`src/rtl/dbus_access_ctrl_pkg.sv`:
```
`default_nettype none
// ============================================================================
// Module      : dbus_access_ctrl_pkg
// Description : Shared types for the memory-stage data-bus access controller.
//               Holds the data-bus request/response structs used across the
//               core and the controller state encoding.
// Contents    : dbus_req_t          - request from M stage / to data bus
//               dbus_resp_t         - response from data bus / to M stage
//               dbus_access_state_t - IDLE, REQ, WAIT, HOLD
//               dbus_busy()         - true while a bus transaction is open
// Revision    : 1.0 - initial release
// ============================================================================
package dbus_access_ctrl_pkg;

  localparam int DBUS_ADDR_W = 64;
  localparam int DBUS_DATA_W = 64;
  localparam int DBUS_STRB_W = DBUS_DATA_W / 8;

  // Request: for loads strobe is ignored by the bus and size selects width;
  // for stores strobe marks the written byte lanes of data.
  typedef struct packed {
    logic                   valid;
    logic [2:0]             size;
    logic [DBUS_STRB_W-1:0] strobe;
    logic [DBUS_ADDR_W-1:0] addr;
    logic [DBUS_DATA_W-1:0] data;
  } dbus_req_t;

  // Response: addr_ok accepts the request, data_ok returns the result.
  typedef struct packed {
    logic                   addr_ok;
    logic                   data_ok;
    logic [DBUS_DATA_W-1:0] data;
  } dbus_resp_t;

  typedef enum logic [1:0] {
    IDLE = 2'd0,
    REQ  = 2'd1,
    WAIT = 2'd2,
    HOLD = 2'd3
  } dbus_access_state_t;

  // A transaction is outstanding on the bus in REQ and WAIT.
  function automatic logic dbus_busy(input dbus_access_state_t s);
    return (s == REQ) || (s == WAIT);
  endfunction

endpackage : dbus_access_ctrl_pkg
`default_nettype wire

```
`src/rtl/dbus_access_ctrl.sv`:
```
`default_nettype none
// ============================================================================
// Module      : dbus_access_ctrl
// Description : Registers the memory stage's data-bus request, keeps it
//               stable on the bus until addr_ok, waits for data_ok, and
//               holds the returned data until the M->W register loads.
//               Generates mem_stall for the hazard unit. Flushes never cut
//               a bus transaction short: an open transaction is marked
//               killed, allowed to finish, and its data dropped.
// Parameters  : TIMEOUT_CYCLES - consecutive REQ/WAIT cycles before the
//                                sticky bus_timeout flag sets (0 = off)
// Ports       : clk          in   clock
//               reset        in   asynchronous reset, active low
//               req_in       in   request from the memory stage
//               page_fault   in   MMU fault for the current access
//               flush        in   flush of the instruction in M
//               pipe_advance in   M->W register loads this cycle
//               dreq         out  request to the data bus
//               dresp        in   response from the data bus
//               dresp_mem    out  response presented to the memory stage
//               mem_stall    out  stall request to the hazard unit
//               bus_timeout  out  sticky bus timeout flag
// Revision    : 1.0 - initial release
// ============================================================================
module dbus_access_ctrl
  import dbus_access_ctrl_pkg::*;
#(
  parameter int TIMEOUT_CYCLES = 1024
) (
  input  logic       clk,
  input  logic       reset,
  input  dbus_req_t  req_in,
  input  logic       page_fault,
  input  logic       flush,
  input  logic       pipe_advance,
  output dbus_req_t  dreq,
  input  dbus_resp_t dresp,
  output dbus_resp_t dresp_mem,
  output logic       mem_stall,
  output logic       bus_timeout
);

  dbus_access_state_t       state;
  dbus_access_state_t       state_next;
  logic                     kill;
  logic                     kill_next;
  dbus_req_t                req_q;
  logic [DBUS_DATA_W-1:0]   data_q;
  logic                     accept;
  logic                     capture_req;
  logic                     capture_data;
  logic                     discard;

  // A faulting or flushed request is never issued; with mem_stall low the
  // fault/flush proceeds down the pipe in the same cycle.
  assign accept  = req_in.valid & ~page_fault & ~flush;

  // A flush arriving in the completion cycle kills that transaction too.
  assign discard = kill | flush;

  // --------------------------------------------------------------------------
  // State register and transaction registers
  // --------------------------------------------------------------------------
  always_ff @(posedge clk or negedge reset) begin
    if (!reset) begin
      state  <= IDLE;
      kill   <= 1'b0;
      req_q  <= '0;
      data_q <= '0;
    end else begin
      state <= state_next;
      kill  <= kill_next;
      if (capture_req) begin
        req_q <= req_in;
      end
      // Stores land here too; the memory stage ignores the value.
      if (capture_data) begin
        data_q <= dresp.data;
      end
    end
  end

  // --------------------------------------------------------------------------
  // Next state, kill tracking and stall generation
  // --------------------------------------------------------------------------
  always_comb begin
    state_next   = state;
    kill_next    = kill;
    capture_req  = 1'b0;
    capture_data = 1'b0;
    mem_stall    = 1'b0;

    case (state)
      IDLE: begin
        if (accept) begin
          capture_req = 1'b1;
          mem_stall   = 1'b1;
          state_next  = REQ;
        end
      end

      REQ: begin
        // Stall stays high while killed so the redirected instruction
        // waits in M until the bus is quiet again.
        mem_stall = 1'b1;
        if (flush) begin
          kill_next = 1'b1;
        end
        if (dresp.addr_ok) begin
          if (dresp.data_ok) begin
            capture_data = 1'b1;
            state_next   = discard ? IDLE : HOLD;
          end else begin
            state_next = WAIT;
          end
        end
      end

      WAIT: begin
        mem_stall = 1'b1;
        if (flush) begin
          kill_next = 1'b1;
        end
        if (dresp.data_ok) begin
          capture_data = 1'b1;
          state_next   = discard ? IDLE : HOLD;
        end
      end

      HOLD: begin
        // No re-accept here: the earliest new request is taken in IDLE.
        if (pipe_advance | flush) begin
          state_next = IDLE;
        end
      end

      default: begin
        state_next = IDLE;
      end
    endcase

    if (state_next == IDLE) begin
      kill_next = 1'b0;
    end
  end

  // --------------------------------------------------------------------------
  // Bus-side and memory-stage outputs
  // --------------------------------------------------------------------------
  always_comb begin
    dreq = '0;
    if (state == REQ) begin
      dreq       = req_q;
      dreq.valid = 1'b1;
    end
  end

  always_comb begin
    dresp_mem = '0;
    if (state == HOLD) begin
      dresp_mem.addr_ok = 1'b1;
      dresp_mem.data_ok = 1'b1;
      dresp_mem.data    = data_q;
    end
  end

  // --------------------------------------------------------------------------
  // Bus timeout watchdog: counts consecutive open-transaction cycles. The FSM
  // never abandons a transaction; the flag only reports the condition.
  // --------------------------------------------------------------------------
  generate
    if (TIMEOUT_CYCLES > 0) begin : g_timeout
      localparam int CNT_W = $clog2(TIMEOUT_CYCLES + 1);
      localparam logic [CNT_W-1:0] CNT_MAX  = CNT_W'(TIMEOUT_CYCLES);
      localparam logic [CNT_W-1:0] CNT_LAST = CNT_W'(TIMEOUT_CYCLES - 1);

      logic [CNT_W-1:0] wait_cnt;
      logic             timeout_q;
      logic             busy;
      logic             leaving;

      assign busy    = dbus_busy(state);
      assign leaving = (state_next == IDLE) || (state_next == HOLD);

      always_ff @(posedge clk or negedge reset) begin
        if (!reset) begin
          wait_cnt  <= '0;
          timeout_q <= 1'b0;
        end else begin
          if (busy && !leaving) begin
            if (wait_cnt != CNT_MAX) begin
              wait_cnt <= wait_cnt + CNT_W'(1);
            end
          end else begin
            wait_cnt <= '0;
          end
          // Set in the same edge that brings wait_cnt to the limit.
          if (busy && ((wait_cnt == CNT_LAST) || (wait_cnt == CNT_MAX))) begin
            timeout_q <= 1'b1;
          end
        end
      end

      assign bus_timeout = timeout_q;
    end else begin : g_no_timeout
      assign bus_timeout = 1'b0;
    end
  endgenerate

endmodule : dbus_access_ctrl
`default_nettype wire
```
`config.mk`:
```
export PLATFORM = sky130hd
export DESIGN_NAME = dbus_access_ctrl
export DESIGN_NICKNAME = d
export VERILOG_FILES = /design/src/rtl/dbus_access_ctrl_pkg.sv /design/src/rtl/dbus_access_ctrl.sv
export SDC_FILE = /design/constraint.sdc
export NUM_CORES = 1
export LEC_CHECK = 0
export ABC_AREA = 1
export BUFFER_PORTS_ARGS = -buffer_cell sky130_fd_sc_hd__clkbuf_2
export CAP_MARGIN = 20
export CORE_AREA = 2 2 165 167
export CTS_CLUSTER_SIZE = 8
export DETAILED_ROUTE_END_ITERATION = 6
export DIE_AREA = 0 0 167 169
export PLACE_DENSITY = 0.69
export SYNTH_ARGS = -nofsm -noshare
export SYNTH_HDL_FRONTEND = slang
export SYNTH_SLANG_ARGS = --single-unit
```
`constraint.sdc`:
```
create_clock -name clk -period 2.8 [get_ports clk]
set_clock_uncertainty 0.1 [all_clocks]
set_input_delay 0.56 -clock clk [delete_from_list [all_inputs] [get_ports clk]]
set_output_delay 0.56 -clock clk [all_outputs]
set_load 0.02 [all_outputs]
```
# Yosys cells after proc, flatten, opt, wreduce, memory -nomap -nowiden

Cells that the tools add are included.

Bitwise gates (word level): 6
Eq/ne operators: 8
Multiplexer cells: 20
Reduce and logical (&&, ||, !) cells: 12
Shift-type cells: 0
Divide/modulo/power cells: 0
$add $sub $neg: 1
Order comparisons: 0
Multiply operators: 0

Operators with widths:

| operator                                                                | count |
|---|---|
| 140-bit two-way mux                                                     | 1 |
| 66-bit two-way mux                                                      | 1 |
| 11-bit two-way mux                                                      | 2 |
| 2-bit two-way mux                                                       | 6 |
| 11-bit by 1-bit adder with 11-bit output, second input constant         | 1 |
| 11-bit by 10-bit equality test with 1-bit output, second input constant | 1 |
| 11-bit equality test, second input constant                             | 1 |
| 11-bit inequality test, second input constant                           | 1 |
| 2-bit one-hot mux with 4 select lines                                   | 1 |
| 1-bit two-way mux                                                       | 7 |
| 2-bit equality test, second input constant                              | 3 |
| 2-bit zero test                                                         | 2 |
| 1-bit one-hot mux with 2 select lines                                   | 2 |
| 2-bit nonzero test                                                      | 2 |
| 1-bit logical OR                                                        | 3 |
| 1-bit bitwise AND                                                       | 2 |
| 2-bit by 1-bit equality test with 1-bit output, second input constant   | 1 |
| 1-bit logical AND                                                       | 2 |
| 2-bit by 1-bit inequality test with 1-bit output, second input constant | 1 |
| 1-bit inverter                                                          | 2 |
| 1-bit bitwise OR                                                        | 2 |
| 2-bit AND reduction                                                     | 1 |
| 2-bit OR reduction                                                      | 1 |
| 1-bit zero test                                                         | 1 |

Bits in read-only memories: 0
Memories kept: 0
Logic and storage cells: 56
Flip-flop bits (word level): 218
RAM bits: 0
Bits in latches: 0
Output and inout bits: 208

# Logic depth before layout (Yosys ltp)

Depth in word-level cells: 10
Depth in mapped cells: 12
Mapped depth without buffers: 12

# Worst setup path after synthesis

OpenSTA, ideal clock, no wires.

Path kind: reg2reg
Start point: register state[1]
End point: register g_timeout.wait_cnt[3]
Data arrival time: 2071 ps
Stages on the path, launching flop included: 13
Path buffers: 2
Slack: 551 ps
Library setup time: 77 ps
Data required time: 2623 ps
Path through: dfrtp_1 -> inv_1 -> ha_1 -> buf_2 -> buf_2 -> nand2_1 -> nand4_1 -> nand2_1 -> ha_1 -> nand2_1 -> inv_1 -> o21ai_0 -> a21oi_1

Word-level cells in the longest chain between the ends: 7
Elaborated cells between the ends (all ways): 17
Those cells by class: 5 x eq/ne; 6 x mux; 6 x reduce/logical

Ends and longest elaborated chain:

| item                                                                                                           | line                    | source |
|---|---|---|
| from (decl)                                                                                                    | dbus_access_ctrl.sv:43  | `dbus_access_state_t state;` |
| from (signal assigned)                                                                                         | dbus_access_ctrl.sv:71  | `state <= state_next;` |
| 2-bit equality test (tied with other cells)                                                                    | dbus_access_ctrl.sv:93  | `case (state)` |
| 2-bit one-hot mux with 4 select lines                                                                          | dbus_access_ctrl.sv:93  |  |
| 2-bit equality test / 2-bit zero test (equally long branches)                                                  | dbus_access_ctrl.sv:183 | `assign leaving = (state_next == IDLE) \|\| (state_next == HOLD);` |
| 1-bit logical OR                                                                                               | dbus_access_ctrl.sv:183 |  |
| 1-bit zero test                                                                                                | dbus_access_ctrl.sv:190 | `if (busy && !leaving) begin` |
| 1-bit logical AND *                                                                                            | dbus_access_ctrl.sv:190 |  |
| 2-bit by 1-bit inequality test with 1-bit output (no source line) / 11-bit two-way mux (equally long branches) | --                      |  |
| to (signal assigned)                                                                                           | dbus_access_ctrl.sv:192 | `wait_cnt <= wait_cnt + CNT_W'(1);` |
| to (decl)                                                                                                      | dbus_access_ctrl.sv:177 | `logic [CNT_W-1:0] wait_cnt;` |

Mark *: on every way between the ends. The rest lies on a longest branch, timed or not.
A chain may end at the register's enable or synchronous reset.

==> flow_summary.toml <==
[grt]
grt_max_degree = 97
gr-total-overflow = 0
grt_usage = 0.2016
grt_pass1_wl_mm = 46.87
grt_antenna_before_repair = 0
grt_pass1_vias = 9424

[worst_hold_path]
hold_path_class = "in -> reg"

[die]
coreArea_mm2 = 0.02650
ios = 419
chipHeight_um = 169
start_util = 0.4103
die_w_um = 167
dieArea_mm2 = 0.02822
rows = 60

[setup_path]
path_class = "reg -> out"
r2r_slack_ns = 0.52
crit_start = "state[1]$_DFF_PN0_"
rr_endpoint = "g_timeout.wait_cnt[3]$_DFFE_PN0P_"
r2r_start = "state[0]$_DFF_PN0_"
worst-endpoint-required_ns = 2.14
cp.arrival_ns = 2.04
crit_end = "dreq[132]"
cp_max_fo = 94
reg2regPathDepth = 12
start_kind = "flip-flop"
endpoint_kind = "output pin"

[placed_design]
port_buffers = 418
placed_cell_area_mm2 = 0.01324
gp_congestion = 0.8548
hpwl_mm = 21.18

[final_layout]
synthToLayoutAreaGrowth_pct = 29.21
drive_gt1_frac = 0.2937
fill_cells = 2559
fin_area_mm2 = 0.01405
n_antenna_cell = 0
nets = 2062

[clock_tree]
clock_latency_ns = 0.53
cts_tree = "done"
cts.path.max_buffers = 3
clkTransAtPathRegs_ns = 0.05
clock_sinks = 218
cts_root_buffer = "clkbuf_16"
cts_made_buffers = 31
h-tree-depth = 1

[route]
routedWlPerCell_um = 13.23
routed_via_density = 4.418
routed_wl_mm = 28.89
firstDrtPassIters = 5
vias = 9644
drtAntennaViolNets = 0
route.detailed.drc = 0
initialDrtViolationCount = 673

[run_status]
status = "complete, no violations"

[synthesis]
ys_seq_area_frac = 0.5017
synth_cell_type_count = 23
synth_fp_nets = 1661
synth.ff_latch_count = 218
yosys_warnings = 0
synth_area_per_cell_um2 = 7.546
synth_area_mm2 = 0.01087
syn_inst = 1441

[timing]
max_freq_mhz = 370.7
hold_viol_final = 0
rsz0062_at_grt = "true"
fin_crit_sh = 0.9633
slew-limit-headroom = 0.6291
worst_pin_slew_ns = 0.5563
min_period_ns = 2.697
setup-violations-final = 0
finalMaxSlewViolations = 0

[power]
p_int_mw = 8.169
clockPowerShare = 0.244
switchingPower_mw = 4.933
power_density_mw_per_mm2 = 932.5
leakage_nw = 9.574
swShare = 0.3765
combPwrFrac = 0.345
ir_drop_v = 0.0004907
seq_power_share = 0.411
p_total_mw = 13.10

[job]
maxCapViolCount = 0
-- per-layer routing --
metal / wire [µm] / up-vias / GRT usage
met5: 0 / - / 0
met4: 988 / 0 / 0.07496
met3: 1810 / 71 / 0.03694
met2: 14090 / 322 / 0.3417
met1: 12000 / 4344 / 0.2583
li1: - / 4907 / -
-- worst max-delay path, cell delays in order (launching register included) --
cell and delay, ns:
dfrtp_2 0.47, inv_4 0.10, ha_4 0.19, buf_16 0.29
nand2_1 0.13, inv_1 0.07, clkbuf_2 0.16
-- cells by family (layout without fill, tap and decap cells) --
family | after synthesis | in the layout | synth area share
xor gates and xnor gates | 1 | 1 | 0.0008056
adders and majority gates | 9 | 9 | 0.01036
and+or+nand+nor | 499 | 499 | 0.1778
DFF | 218 | 218 | 0.5017
AOI/OAI and AO/OA | 216 | 216 | 0.1219
buffers and inverters | 498 | 899 | 0.1875
-- power by group through the flow --
| stage | logic, mW | registers, mW | clock network, mW |
|---|---|---|---|
| floorplan | 3.34 | 5.18 | 0 |
| global placement | 4.42 | 5.35 | 0 |
| detailed placement | 4.56 | 5.39 | 0 |
| CTS | 4.58 | 5.37 | 3.32 |
| global route | 5.15 | 5.55 | 3.46 |
| finish | 4.52 | 5.38 | 3.20 |
-- state kept, by name (all words and copies together), names as in the netlist --
signal,flops
data_q,64
g_timeout.wait_cnt,11
req_q,139
state,2
bus_timeout,1
kill,1
-- worst min path at each step --
stage	from	endpoint	slack, ns	cells past startpoint
6_report	req_in[28]	req_q[28]$_DFFE_PN0P_	0.14	3
5_1_grt	req_in[20]	req_q[20]$_DFFE_PN0P_	0.12	3
4_1_cts	req_in[77]	req_q[77]$_DFFE_PN0P_	0.10	3
3_5_place_dp	bus_timeout$_DFFE_PN0P_	bus_timeout$_DFFE_PN0P_	0.36	2
3_3_place_gp	bus_timeout$_DFFE_PN0P_	bus_timeout$_DFFE_PN0P_	0.36	2
2_1_floorplan	reset	bus_timeout$_DFFE_PN0P_	0.16	0
-- Yosys cell counts --
| cell type | count | area (µm²) |
|---|---|---|
| nand2_1 | 450 | 1689 |
| inv_1 | 429 | 1610 |
| dfrtp_1 | 218 | 5455 |
| o21ai_1 | 83 | 415.4 |
| o21ai_2 | 64 | 560.5 |
| o21ai_0 | 61 | 305.3 |
| buf_2 | 40 | 200.2 |
| nor2_1 | 25 | 93.84 |
| buf_6 | 14 | 157.7 |
| clkbuf_1 | 10 | 37.54 |
| nand3_1 | 10 | 50.05 |
| ha_1 | 9 | 112.6 |
| a21oi_1 | 6 | 30.03 |
| nor3_1 | 6 | 30.03 |
| nand4_1 | 5 | 31.28 |
| buf_4 | 4 | 30.03 |
| a31oi_1 | 1 | 6.260 |
| inv_2 | 1 | 3.750 |
| nand3_2 | 1 | 10.01 |
| nand3_4 | 1 | 17.52 |
| nor2_4 | 1 | 11.26 |
| o21bai_1 | 1 | 7.510 |
| xor2_1 | 1 | 8.760 |
-- per-stage QoR --
step	utilization	instances	hold WS, ns	setup TNS (ns)	setup WS (ns)
finish	0.5302	2183	0.1381	0	0.1027
global placement	0.4996	2149	0.3570	0	0.5676
CTS	0.5300	2183	0.1045	0	0.03266
detailed placement	0.4996	2149	0.3617	0	0.4796
global route	0.5302	2183	0.1206	-0.008446	-0.007128
floorplan	-	1441	0.1644	0	0.5511
-- layout by cell type (no fill, tap or decap), drive strengths merged --
cell           n
inv          430
dfrtp        218
a31oi          1
nor2          26
buf           21
nand4          5
o21ai        208
clkbuf       446
nand2        450
nor3           6
clkinvlp       1
dlygate4sd3    1
ha             9
o21bai         1
nand3         12
a21oi          6
xor2           1
-- cell type report --
type                    instances  area [µm²]  share of cell area
clock buffers                  32       779.5             0.05548
clock inverters                 1       7.507           0.0005343
inverters                     430        1617              0.1150
multi-input cells             725        3405              0.2423
flip-flops and latches        218        5458              0.3884
well taps                     341       426.7             0.03037
repair buffers                436        2359              0.1679
-- timing repair --
item,CTS,global route
hold endpoints to repair,61,0
setup endpoints to repair,17,94
setup buffers,0,0
hold buffers,1,0
gates resized for setup,3,7
cloned,0,0
No activity file was read; power rests on OpenSTA's default activity.
